$ cat src/rtl/io_out_pkg.sv
// io_out_pkg: shared constants and types for the memory-mapped output block.
//   NUM_DIGITS  - digits on the multiplexed seven-segment display
//   SEG_BLANK   - cathode pattern with every segment (and dp) off
//   ANODE_OFF   - anode pattern with every digit off
//   SEG_HEX     - active-low {dp,g,f,e,d,c,b,a} patterns for nibbles 0..F, dp off
//   wr_target() - resolves one store into at most one destination register.
//                 Chip-select priority: led_cs > seg_cs > blank_cs.
package io_out_pkg;

    localparam int         NUM_DIGITS = 8;
    localparam logic [7:0] SEG_BLANK  = 8'hFF;
    localparam logic [7:0] ANODE_OFF  = 8'hFF;

    localparam logic [7:0] SEG_HEX [0:15] = '{
        8'hC0, 8'hF9, 8'hA4, 8'hB0, 8'h99, 8'h92, 8'h82, 8'hF8,
        8'h80, 8'h90, 8'h88, 8'h83, 8'hC6, 8'hA1, 8'h86, 8'h8E
    };

    typedef enum logic [1:0] {
        WR_NONE,
        WR_LED,
        WR_SEG,
        WR_BLANK
    } wr_target_e;

    // Several selects in one store is a decoder fault; resolve it
    // deterministically so only one register ever changes per store.
    function automatic wr_target_e wr_target(input logic mem_write,
                                             input logic led_cs,
                                             input logic seg_cs,
                                             input logic blank_cs);
        if (!mem_write)    return WR_NONE;
        else if (led_cs)   return WR_LED;
        else if (seg_cs)   return WR_SEG;
        else if (blank_cs) return WR_BLANK;
        else               return WR_NONE;
    endfunction

endpackage

$ cat src/rtl/io_out_ctrl_seg_hex_decode.sv
// seg_hex_decode: combinational hex-digit to seven-segment decoder.
//   nibble  in  4  hex value to display
//   pattern out 8  active-low cathodes {dp,g,f,e,d,c,b,a}, dp always off
module seg_hex_decode
    import io_out_pkg::*;
(
    input  logic [3:0] nibble,
    output logic [7:0] pattern
);

    assign pattern = SEG_HEX[nibble];

endmodule

$ cat src/rtl/io_out_ctrl.sv
// io_out_ctrl: store-side output registers for LEDs and an 8-digit
// multiplexed seven-segment display, plus the display scan.
//   clk       in   1  system clock, rising edge
//   rst       in   1  asynchronous active-high reset
//   mem_write in   1  CPU store strobe
//   led_cs    in   1  store targets LED register
//   seg_cs    in   1  store targets display data register (8 nibbles)
//   blank_cs  in   1  store targets per-digit blank mask
//   data      in  32  CPU store data
//   led       out 16  LED drive, active-high
//   an        out  8  digit anodes, active-low, one-hot-low while scanning
//   seg       out  8  cathodes {dp,g,f,e,d,c,b,a}, active-low
module io_out_ctrl
    import io_out_pkg::*;
#(
    parameter int SCAN_CNT_MAX = 100000
) (
    input  logic        clk,
    input  logic        rst,
    input  logic        mem_write,
    input  logic        led_cs,
    input  logic        seg_cs,
    input  logic        blank_cs,
    input  logic [31:0] data,
    output logic [15:0] led,
    output logic [7:0]  an,
    output logic [7:0]  seg
);

    localparam int               CNT_W    = $clog2(SCAN_CNT_MAX);
    localparam int               IDX_W    = $clog2(NUM_DIGITS);
    localparam logic [CNT_W-1:0] CNT_LAST = CNT_W'(SCAN_CNT_MAX - 1);

    logic [CNT_W-1:0] scan_cnt;
    logic [IDX_W-1:0] digit_idx;
    logic [31:0]      seg_reg;
    logic [7:0]       blank_reg;
    wr_target_e       wr_sel;
    logic [3:0]       nibble;
    logic [7:0]       hex_pattern;
    logic [7:0]       an_next;
    logic [7:0]       seg_next;

    assign wr_sel = wr_target(mem_write, led_cs, seg_cs, blank_cs);

    always_ff @(posedge clk or posedge rst) begin
        if (rst) begin
            led       <= 16'h0000;
            seg_reg   <= 32'h0;
            blank_reg <= 8'h00;
        end else begin
            case (wr_sel)
                WR_LED:   led       <= data[15:0];
                WR_SEG:   seg_reg   <= data;
                WR_BLANK: blank_reg <= data[7:0];
                default:  ;
            endcase
        end
    end

    // Free-running scan; store traffic has no path into it.
    always_ff @(posedge clk or posedge rst) begin
        if (rst) begin
            scan_cnt  <= '0;
            digit_idx <= '0;
        end else if (scan_cnt == CNT_LAST) begin
            scan_cnt  <= '0;
            digit_idx <= digit_idx + 1'b1;
        end else begin
            scan_cnt <= scan_cnt + 1'b1;
        end
    end

    assign nibble = seg_reg[{digit_idx, 2'b00} +: 4];

    seg_hex_decode u_seg_hex_decode (
        .nibble  (nibble),
        .pattern (hex_pattern)
    );

    assign an_next  = ~(8'b1 << digit_idx);
    assign seg_next = blank_reg[digit_idx] ? SEG_BLANK : hex_pattern;

    // an and seg share one register stage so digit and pattern switch together.
    always_ff @(posedge clk or posedge rst) begin
        if (rst) begin
            an  <= ANODE_OFF;
            seg <= SEG_BLANK;
        end else begin
            an  <= an_next;
            seg <= seg_next;
        end
    end

endmodule

$ cat config.mk
export PLATFORM = sky130hd
export DESIGN_NAME = io_out_ctrl
export DESIGN_NICKNAME = d
export VERILOG_FILES = /design/src/rtl/io_out_pkg.sv /design/src/rtl/io_out_ctrl_seg_hex_decode.sv /design/src/rtl/io_out_ctrl.sv
export SDC_FILE = /design/constraint.sdc
export NUM_CORES = 1
export LEC_CHECK = 0
export ABC_AREA = 1
export BUFFER_PORTS_ARGS = -buffer_cell sky130_fd_sc_hd__buf_2
export CAP_MARGIN = 20
export CORE_MARGIN = 2
export CORE_UTILIZATION = 40
export DETAILED_ROUTE_END_ITERATION = 10
export SYNTH_ARGS = -nofsm -noshare
export SYNTH_HDL_FRONTEND = slang
export SYNTH_SLANG_ARGS = --single-unit
$ cat constraint.sdc
create_clock -name clk -period 2.8 [get_ports clk]
set_clock_uncertainty 0.05 [all_clocks]
set_input_delay 0.56 -clock clk [delete_from_list [all_inputs] [get_ports clk]]
set_output_delay 0.56 -clock clk [all_outputs]
set_load 0.02 [all_outputs]
==> impl_metrics.py, run 1 <==
metrics = {
    "worst_setup_path": {
        "worst_setup_path_start_kind": "flop",
        "end_kind": "flop",
        "r2r_slack_ps": 780,
        "cp_max_fo": 14,
        "crit_arrival_ps": 2290,
        "critPathKind": "flop to flop",
        "required_ps": 3080,
    },
    "sta": {
        "setup_violations": 0,
        "setup_tns_ps": 0,
        "setup_slack_ps": 784,
        "rsz0062_at_grt": "no",
        "fmax_ghz": 0.496,
        "maxSlewViolCount": 0,
        "finalHoldViolations": 0,
        "post-route-min-period_ps": 2020,
        "timing.final.crit_share": 0.720,
    },
    "clock_network": {
        "cts-root-buf": "clkbuf_8",
        "holdBufCountCts": 0,
        "htreeDepth": 3,
        "max-clock-path-buffers": 2,
        "tritoncts": "done",
        "clkTransAtPathRegs_ps": 100,
        "worstSkewPairLatency_ps": 380,
        "cts_resized": 0,
        "numClockSinks": 91,
        "cts_setup_buffers": 0,
        "numCtsBuffers": 9,
    },
    "synthesis": {
        "synth-seq-cells": 91,
        "avgSynthCellArea_um2": 8.37,
        "synthTopCellsByArea": "dfrtp_1 43%, nand2_1 11%, dfstp_2 8.9%",
        "yosysWarnings": 0,
        "synth_cell_types": 35,
        "yosys.area.top_type": "dfrtp_1",
        "netlist_instances": 527,
        "ys_seq_area_frac": 0.521,
        "synth_top_area_frac": 0.431,
        "syn-cell-area_um2": 4410,
        "syn_nets": 578,
    },
    "power": {
        "p_seq_frac": 0.526,
        "ir_drop_mv": 0.288,
        "power.leakage_nw": 2.65,
        "switchingPower_mw": 0.948,
        "p_int_mw": 2.04,
        "pwr-share-comb": 0.188,
        "p_per_area_nw_per_um2": 587,
        "p_clk_frac": 0.286,
        "switching_share": 0.318,
    },
    "detailed_routing": {
        "num_vias": 3444,
        "drt-total-wl_um": 8780,
        "ant_nets": 0,
        "wl_per_cell_um": 11.9,
        "drt-vias-per-instance": 4.66,
        "drc_errors": 0,
        "drt_iter0_drc": 187,
        "drt_first_pass_iters": 4,
    },
    "global_route": {
        "grt_usage": 0.167,
        "grt.overflow.total": 0,
        "antenna_found_initial": 0,
        "first_global_vias": 3362,
        "grt_max_degree": 92,
        "grt_pass1_wl_um": 15400,
    },
    "die": {
        "start_util": 0.409,
        "die_h_um": 109,
        "num_rows": 38,
        "core-area_um2": 10800,
        "die_w_um": 109,
        "die-area_um2": 11900,
        "boundaryPins": 70,
    },
    "placed_design": {
        "dp_hpwl_um": 6300,
        "dp_worst_setup_slack_ps": 744,
        "io_buffers": 68,
        "routabilityCongestion": 0.822,
    },
    "final_layout": {
        "fill_cells": 1066,
        "nets": 645,
        "syn2layout_area_growth_pct": 15.2,
        "antenna_cells": 0,
        "largest_register_ff_count": 39,
        "drive_gt1_frac": 0.220,
    },
    "run_status": {
        "status": "finished clean",
    },
    "flow_run": {
        "maxCapViolCount": 0,
    },
    "min_path": {
        "hp-class": "input port to async pin",
    },
}
-- power groups by stage --
stage	logic, mW	registers, mW	clock network [mW]
global route	0.652	1.59	0.937
CTS	0.567	1.57	0.878
global placement	0.555	1.59	0
detailed placement	0.567	1.59	0
finish	0.561	1.57	0.853
floorplan	0.307	1.67	0
-- synthesized netlist by cell type --
cell type and n:
nor3_2 1, nor2_2 3, o21ai_0 46, nor3_4 1, clkbuf_1 7, conb_1 1
a21oi_1 18, dfrtp_1 76, nand2_1 130, clkbuf_2 1, inv_1 76, nor2_1 50
nand3_1 35, o2111ai_2 1, xor2_1 4, nand2_4 2, o21ai_1 4, buf_6 1
buf_4 4, nor2_4 2, ha_1 13, nand2_2 3, nand4_1 4, inv_2 5
nand3_2 2, xnor2_1 2, buf_2 5, nor3_1 5, o21ai_2 2, nand3_4 3
o21bai_1 1, dfstp_2 15, nor4_1 2, mux2_2 1, a31oi_1 1
-- critical path: stages, from the launching register on --
cell and delay, ps:
dfrtp_1 370, buf_4 180, inv_1 310, nand3_1 120, nand3_1 90, nand2_1 150, inv_1 130, ha_1 230
nand3_1 100, nor2_1 100, nor2_1 60, nand2_1 80
-- placed cells by master (no fill, tap or decap), types with 9 or more instances in the layout --
master	Yosys	routed
nand3_1	35	35
inv_1	76	75
o21ai_0	46	46
nor2_1	50	50
buf_2	5	68
nand2_1	130	130
ha_1	13	13
a21oi_1	18	18
dfrtp_1	76	76
clkbuf_8	0	9
dfstp_2	15	15
-- final timing paths --
path                                    from           to  cells after the start
worst max register to register  digit_idx[1]       seg[0]                     11
worst max-delay path            digit_idx[1]       seg[0]                     11
worst min-delay path                     rst       led[6]                      3
min in group clk                    data[28]  seg_reg[28]                      2
max in group asynchronous                rst        an[1]                      3
worst min register to register   scan_cnt[0]  scan_cnt[0]                      1
-- per-layer routing --
metal  track usage  vias up  routed length [µm]
met2         0.252       66                3920
met5             0        -                   0
met4        0.0696        0                 134
met3        0.0424       12                 415
li1              -     1779                   -
met1         0.228     1587                4300
-- stage by stage --
stage	total power [mW]	hold slack [ps]	cells	area, µm²	util
after global routing	3.18	285	739	5080	0.471
after CTS	3.02	272	738	5060	0.469
after global placement	2.15	401	722	4880	0.452
after detailed placement	2.16	405	722	4880	0.452
final	2.98	248	739	5080	0.471
after floorplan	1.98	380	527	4410	-
-- area by class of cell --
| class | count | area, µm² | area share |
|---|---|---|---|
| inverter | 81 | 308 | 0.0606 |
| sequential | 91 | 2300 | 0.452 |
| timing repair buffer | 74 | 405 | 0.0798 |
| clock inverter | 7 | 60.1 | 0.0118 |
| clock buffer | 9 | 124 | 0.0244 |
| tap | 140 | 175 | 0.0345 |
| multi-input combinational | 337 | 1710 | 0.337 |
-- cell families after synthesis --
logic type	synth area share
adder cells (fa/ha/maj)	0.0369
AO/OA/AOI/OAI	0.0877
buffers and inverters	0.0911
flip-flops	0.521
XOR/XNOR	0.0119
AND/OR/NAND/NOR	0.248
multiplexers	0.00255
other	0.000850
(Power assumes the default switching activity.)
==> run 2, diff against run 1 <==
- clock period: 2.8 -> 1.9 ns (I/O delays scaled with it)
==> impl_metrics.py, run 2 (same netlist as run 1, synthesis figures left out) <==
metrics = {
    "detailed_routing": {
        "drt-total-wl_um": 9240,
        "drc_errors": 0,
        "wl_per_cell_um": 12.3,
        "num_vias": 3510,
        "drt_iter0_drc": 204,
        "drt-vias-per-instance": 4.67,
        "ant_nets": 0,
        "drt_first_pass_iters": 4,
    },
    "final_layout": {
        "nets": 658,
        "final_common_cell": "nand2_1",
        "fill_cells": 1059,
        "stdcell_count": 752,
        "fin_util": 0.481,
        "syn2layout_area_growth_pct": 17.8,
        "fin_area_um2": 5200,
        "drive_gt1_frac": 0.242,
        "layout_common_cells": "129 x nand2_1, 75 x dfrtp_1, 73 x inv_1, 68 x buf_2, 50 x nor2_1",
        "largest_register_ff_count": 39,
        "antenna_cells": 0,
    },
    "sta": {
        "fmax_ghz": 0.562,
        "setup_tns_ps": 0,
        "maxSlewViolCount": 0,
        "timing.final.crit_share": 0.936,
        "post-route-min-period_ps": 1780,
        "setup_violations": 0,
        "finalHoldViolations": 0,
    },
    "power": {
        "p_clk_frac": 0.269,
        "p_seq_frac": 0.532,
        "ir_drop_mv": 0.371,
        "p_per_area_nw_per_um2": 836,
        "pwr-share-comb": 0.200,
        "switching_share": 0.310,
        "power.leakage_nw": 2.70,
        "p_int_mw": 3.00,
        "switchingPower_mw": 1.35,
    },
    "worst_setup_path": {
        "r2r-start": "digit_idx[1]",
        "crit_arrival_ps": 2020,
        "critPathKind": "flop to flop",
        "required_ps": 2140,
        "cp_max_fo": 13,
        "end_kind": "flop",
        "worst_setup_path_start_kind": "flop",
        "startpoint": "digit_idx[1]",
    },
    "die": {
        "core-area_um2": 10800,
        "start_util": 0.409,
        "die_w_um": 109,
        "die-area_um2": 11900,
        "num_rows": 38,
        "die_h_um": 109,
        "boundaryPins": 70,
    },
    "global_route": {
        "grt_usage": 0.167,
        "grt_pass1_wl_um": 15600,
        "grt_max_degree": 92,
        "first_global_vias": 3360,
        "antenna_found_initial": 0,
        "grt.overflow.total": 0,
    },
    "run_status": {
        "status": "finished clean",
    },
    "flow_run": {
        "maxCapViolCount": 0,
    },
    "clock_network": {
        "cts-root-buf": "clkbuf_8",
        "clkTransAtPathRegs_ps": 90,
        "numClockSinks": 91,
        "worstSkewPairLatency_ps": 360,
        "numCtsBuffers": 9,
        "htreeDepth": 3,
        "tritoncts": "done",
        "max-clock-path-buffers": 2,
    },
    "placed_design": {
        "place_area_um2": 4930,
        "dp_hpwl_um": 6600,
        "dp_cells": 728,
        "routabilityCongestion": 0.850,
        "io_buffers": 68,
    },
    "min_path": {
        "hp-class": "input port to async pin",
    },
}
run 2: changes by cell type in the layout (fill, tap and decap cells not counted), sizes merged:
cell      delta
buf         +13
inv          -4
clkinv       +2
clkbuf       +1
clkinvlp     +1
run 2: what timing repair did:
item | CTS | global route
resized for setup | 0 | 10
setup buffers | 0 | 7
hold buffers | 0 | 0
setup endpoints to repair | 0 | 7
endpoints found under the hold margin | 0 | 0
run 2: layout make-up:
cell class	count	area [µm²]	share of cell area
sequential	91	2300	0.442
multi-input combinational	337	1730	0.334
timing repair buffer	87	507	0.0975
inverter	81	314	0.0604
tap	140	175	0.0337
clock buffer	10	128	0.0246
clock inverter	6	41.3	0.00795
run 2: worst paths after layout:
| kind | cells past startpoint | endpoint | slack, ps |
|---|---|---|---|
| max in group asynchronous | 3 | digit_idx[0] | 1330 |
| max | 10 | seg[3] | 120 |
| min reg2reg | 1 | scan_cnt[0] | 410 |
| max reg2reg | 10 | seg[3] | 120 |
| min | 3 | led[7] | 100 |
| min in group clk | 2 | seg_reg[28] | 190 |
run 2: power by group through the flow:
stage / logic (mW) / clock network (mW) / registers, mW
after global routing: 0.988 / 1.29 / 2.33
after CTS: 0.841 / 1.21 / 2.31
after global placement: 0.822 / 0 / 2.34
after floorplan: 0.452 / 0 / 2.46
after detailed placement: 0.842 / 0 / 2.35
final: 0.868 / 1.17 / 2.31
run 2: per-layer routing:
layer | vias up | GRT usage | part of all wire
met5 | - | 0 | 0
met4 | 0 | 0.0632 | 0.010
met3 | 9 | 0.0275 | 0.042
met2 | 70 | 0.255 | 0.46
met1 | 1637 | 0.239 | 0.49
li1 | 1794 | - | -
run 2: per-stage QoR:
stage               hold slack [ps]  setup WS, ps  power, mW
global route                    119         -4.75       4.61
floorplan                       380           203       2.92
global placement                398           136       3.16
finish                         97.1           121       4.35
detailed placement              406          40.4       3.19
CTS                             104          41.3       4.36
run 2: worst max-delay path: stages, from the launching register on:
cell and delay (ps):
dfrtp_1 420, buf_4 200, nand3_1 100, nand2_1 100, o21ai_4 210, inv_1 110
ha_1 220, nand3_1 130, nand2_1 70, nand2_1 50, nand3_1 60
==> run 3, diff against run 2 <==
- ABC_AREA: 1 -> not set
==> impl_metrics.py, run 3 <==
metrics = {
    "synthesis": {
        "syn-cell-area_um2": 4120,
        "synthTopCellsByArea": "dfrtp_1 46%, mux2_2 15%, dfstp_2 9.6%",
        "synth-seq-cells": 91,
        "avgSynthCellArea_um2": 13.6,
        "synth-main-ff-cell": "dfrtp_1",
        "syn_nets": 353,
        "netlist_instances": 302,
        "yosys.area.top_type": "dfrtp_1",
        "synth_enable_flop_cells": 0,
        "synthTopCellsByCount": "76 x dfrtp_1, 56 x mux2_2, 21 x nand2_1",
        "synth_top_area_frac": 0.462,
        "ys_seq_area_frac": 0.558,
        "synth_cell_types": 47,
        "yosysWarnings": 0,
        "synth_most_common_cell": "dfrtp_1",
        "async_flop_share": 1.00,
    },
    "run_status": {
        "violations": "setup timing",
        "status": "finished with violations",
    },
    "placed_design": {
        "routabilityCongestion": 0.808,
        "dp_cells": 516,
        "dp_hpwl_um": 5650,
        "io_buffers": 68,
    },
    "global_route": {
        "antenna_found_initial": 0,
        "first_global_vias": 2568,
        "grt_max_degree": 92,
        "grt.overflow.total": 0,
        "grt_pass1_wl_um": 13000,
        "grt_usage": 0.152,
    },
    "flow_run": {
        "maxCapViolCount": 0,
    },
    "clock_network": {
        "holdBufCountCts": 0,
        "clkTransAtPathRegs_ps": 90,
        "numCtsBuffers": 9,
        "tritoncts": "done",
        "numClockSinks": 91,
        "cts-root-buf": "clkbuf_8",
        "htreeDepth": 3,
        "max-clock-path-buffers": 2,
        "worstSkewPairLatency_ps": 360,
    },
    "power": {
        "p_clk_frac": 0.263,
        "power.leakage_nw": 2.23,
        "p_seq_frac": 0.519,
        "p_int_mw": 3.24,
        "switchingPower_mw": 1.32,
        "ir_drop_mv": 0.411,
        "switching_share": 0.289,
        "pwr-share-comb": 0.219,
        "p_per_area_nw_per_um2": 908,
    },
    "sta": {
        "setup_slack_ps": -72.9,
        "post-route-min-period_ps": 1970,
        "setup_violations": 1,
        "rsz0062_at_grt": "yes",
        "fmax_ghz": 0.507,
        "timing.final.crit_share": 1.04,
        "finalHoldViolations": 0,
        "maxSlewViolCount": 0,
        "holdWs_ps": 78.2,
    },
    "detailed_routing": {
        "drt_iter0_drc": 72,
        "drt-vias-per-instance": 4.80,
        "num_vias": 2559,
        "drt_first_pass_iters": 4,
        "drc_errors": 0,
        "drt-total-wl_um": 7910,
        "ant_nets": 0,
        "wl_per_cell_um": 14.8,
    },
    "worst_setup_path": {
        "rr_endpoint": "seg[3]",
        "rr_worst_depth": 7,
        "cp_max_fo": 5,
        "crit_arrival_ps": 2210,
        "r2r-start": "digit_idx[1]",
        "worst_setup_path_start_kind": "flop",
        "end_kind": "flop",
        "critPathKind": "flop to flop",
        "r2r_slack_ps": -70,
        "required_ps": 2130,
    },
    "die": {
        "core-area_um2": 10100,
        "boundaryPins": 70,
        "die_w_um": 105,
        "num_rows": 37,
        "die_h_um": 105,
        "die-area_um2": 11100,
        "start_util": 0.406,
    },
    "final_layout": {
        "ff_latch_area_um2": 2300,
        "fill_cells": 912,
        "final_common_cell": "dfrtp_1",
        "largest_register_ff_count": 39,
        "multi_input_area_um2": 1780,
        "syn2layout_area_growth_pct": 22.1,
        "nets": 443,
        "antenna_cells": 0,
        "stdcell_count": 533,
        "drive_gt1_frac": 0.542,
        "layout_common_cells": "73 x dfrtp_1, 68 x buf_2, 56 x mux2_2, 21 x buf_4",
        "fin_util": 0.496,
    },
    "min_path": {
        "hp-class": "input port to async pin",
    },
}
[run 3: cell types whose count changed in the layout (fill, tap and decap cells not counted), sizes merged, moves of 4 or more]
cell,delta
nand2,-114
inv,-69
mux2,+56
o21ai,-48
nor2,-41
nand3,-32
a21oi,-15
mux2i,+9
mux4,+8
xnor2,+7
buf,+5
nor3,-4
o221ai,+4
[run 3: metal layers]
layer | part of all wire | track usage | wire [µm]
met3 | 0.038 | 0.0297 | 304
met5 | 0 | 0 | 0
met1 | 0.49 | 0.218 | 3880
met2 | 0.45 | 0.224 | 3590
met4 | 0.019 | 0.0657 | 147
[run 3: stage by stage]
step / setup TNS (ps) / power (mW) / area [µm²] / setup slack (ps)
5_1_grt: -575 / 4.79 / 5020 / -176
3_3_place_gp: -212 / 3.33 / 4760 / -85.2
3_5_place_dp: -608 / 3.36 / 4760 / -143
6_report: -72.9 / 4.56 / 5020 / -72.9
2_1_floorplan: -181 / 3.00 / 4120 / -133
4_1_cts: -77.5 / 4.59 / 4950 / -30.1
[run 3: area by class of cell]
type,instances,area share
Clock inverter,6,0.00772
Timing Repair Buffer,92,0.109
Sequential cell,91,0.458
Multi-Input combinational cell,187,0.355
Clock buffer,10,0.0274
Inverter,11,0.00946
Tap cell,136,0.0339
[run 3: worst max-delay path by stage]
stage,endpoint,slack (ps),start
6_report,seg[3],-70,digit_idx[1]
5_1_grt,seg[3],-180,digit_idx[1]
4_1_cts,seg[3],-30,digit_idx[1]
3_5_place_dp,seg[3],-140,digit_idx[1]
3_3_place_gp,seg[3],-90,digit_idx[1]
2_1_floorplan,seg[3],-130,digit_idx[1]
[run 3: power by group through the flow]
| stage | Combinational [mW] | Clock, mW | Sequential (mW) |
|---|---|---|---|
| floorplan | 0.507 | 0 | 2.49 |
| global placement | 0.921 | 0 | 2.41 |
| detailed placement | 0.946 | 0 | 2.41 |
| CTS | 0.965 | 1.25 | 2.37 |
| global route | 1.08 | 1.31 | 2.40 |
| finish | 0.997 | 1.20 | 2.37 |
[run 3: kinds of logic after synthesis]
kind of cell / after synthesis / share of synthesized area
AO/OA/AOI/OAI: 18 / 0.0322
XOR/XNOR: 16 / 0.0341
AND/OR/NAND/NOR: 65 / 0.0781
multiplexers: 74 / 0.229
buffers and inverters: 24 / 0.0280
flip-flops: 91 / 0.558
adder cells (fa/ha/maj): 13 / 0.0395
other: 1 / 0.000911
[run 3: repair_timing]
action / 4_1_cts / 5_1_grt
pin swaps: 3 / 7
setup endpoints to repair: 7 / 16
resized for setup: 13 / 17
buffers inserted: 0 / 1
[run 3: critical path: stages, from the launching register on]
cell	delay [ps]
dfrtp_2	450
mux4_2	540
nand2_2	100
nand2_4	80
ha_4	160
a21boi_4	140
a2111oi_4	320
a31oi_1	70
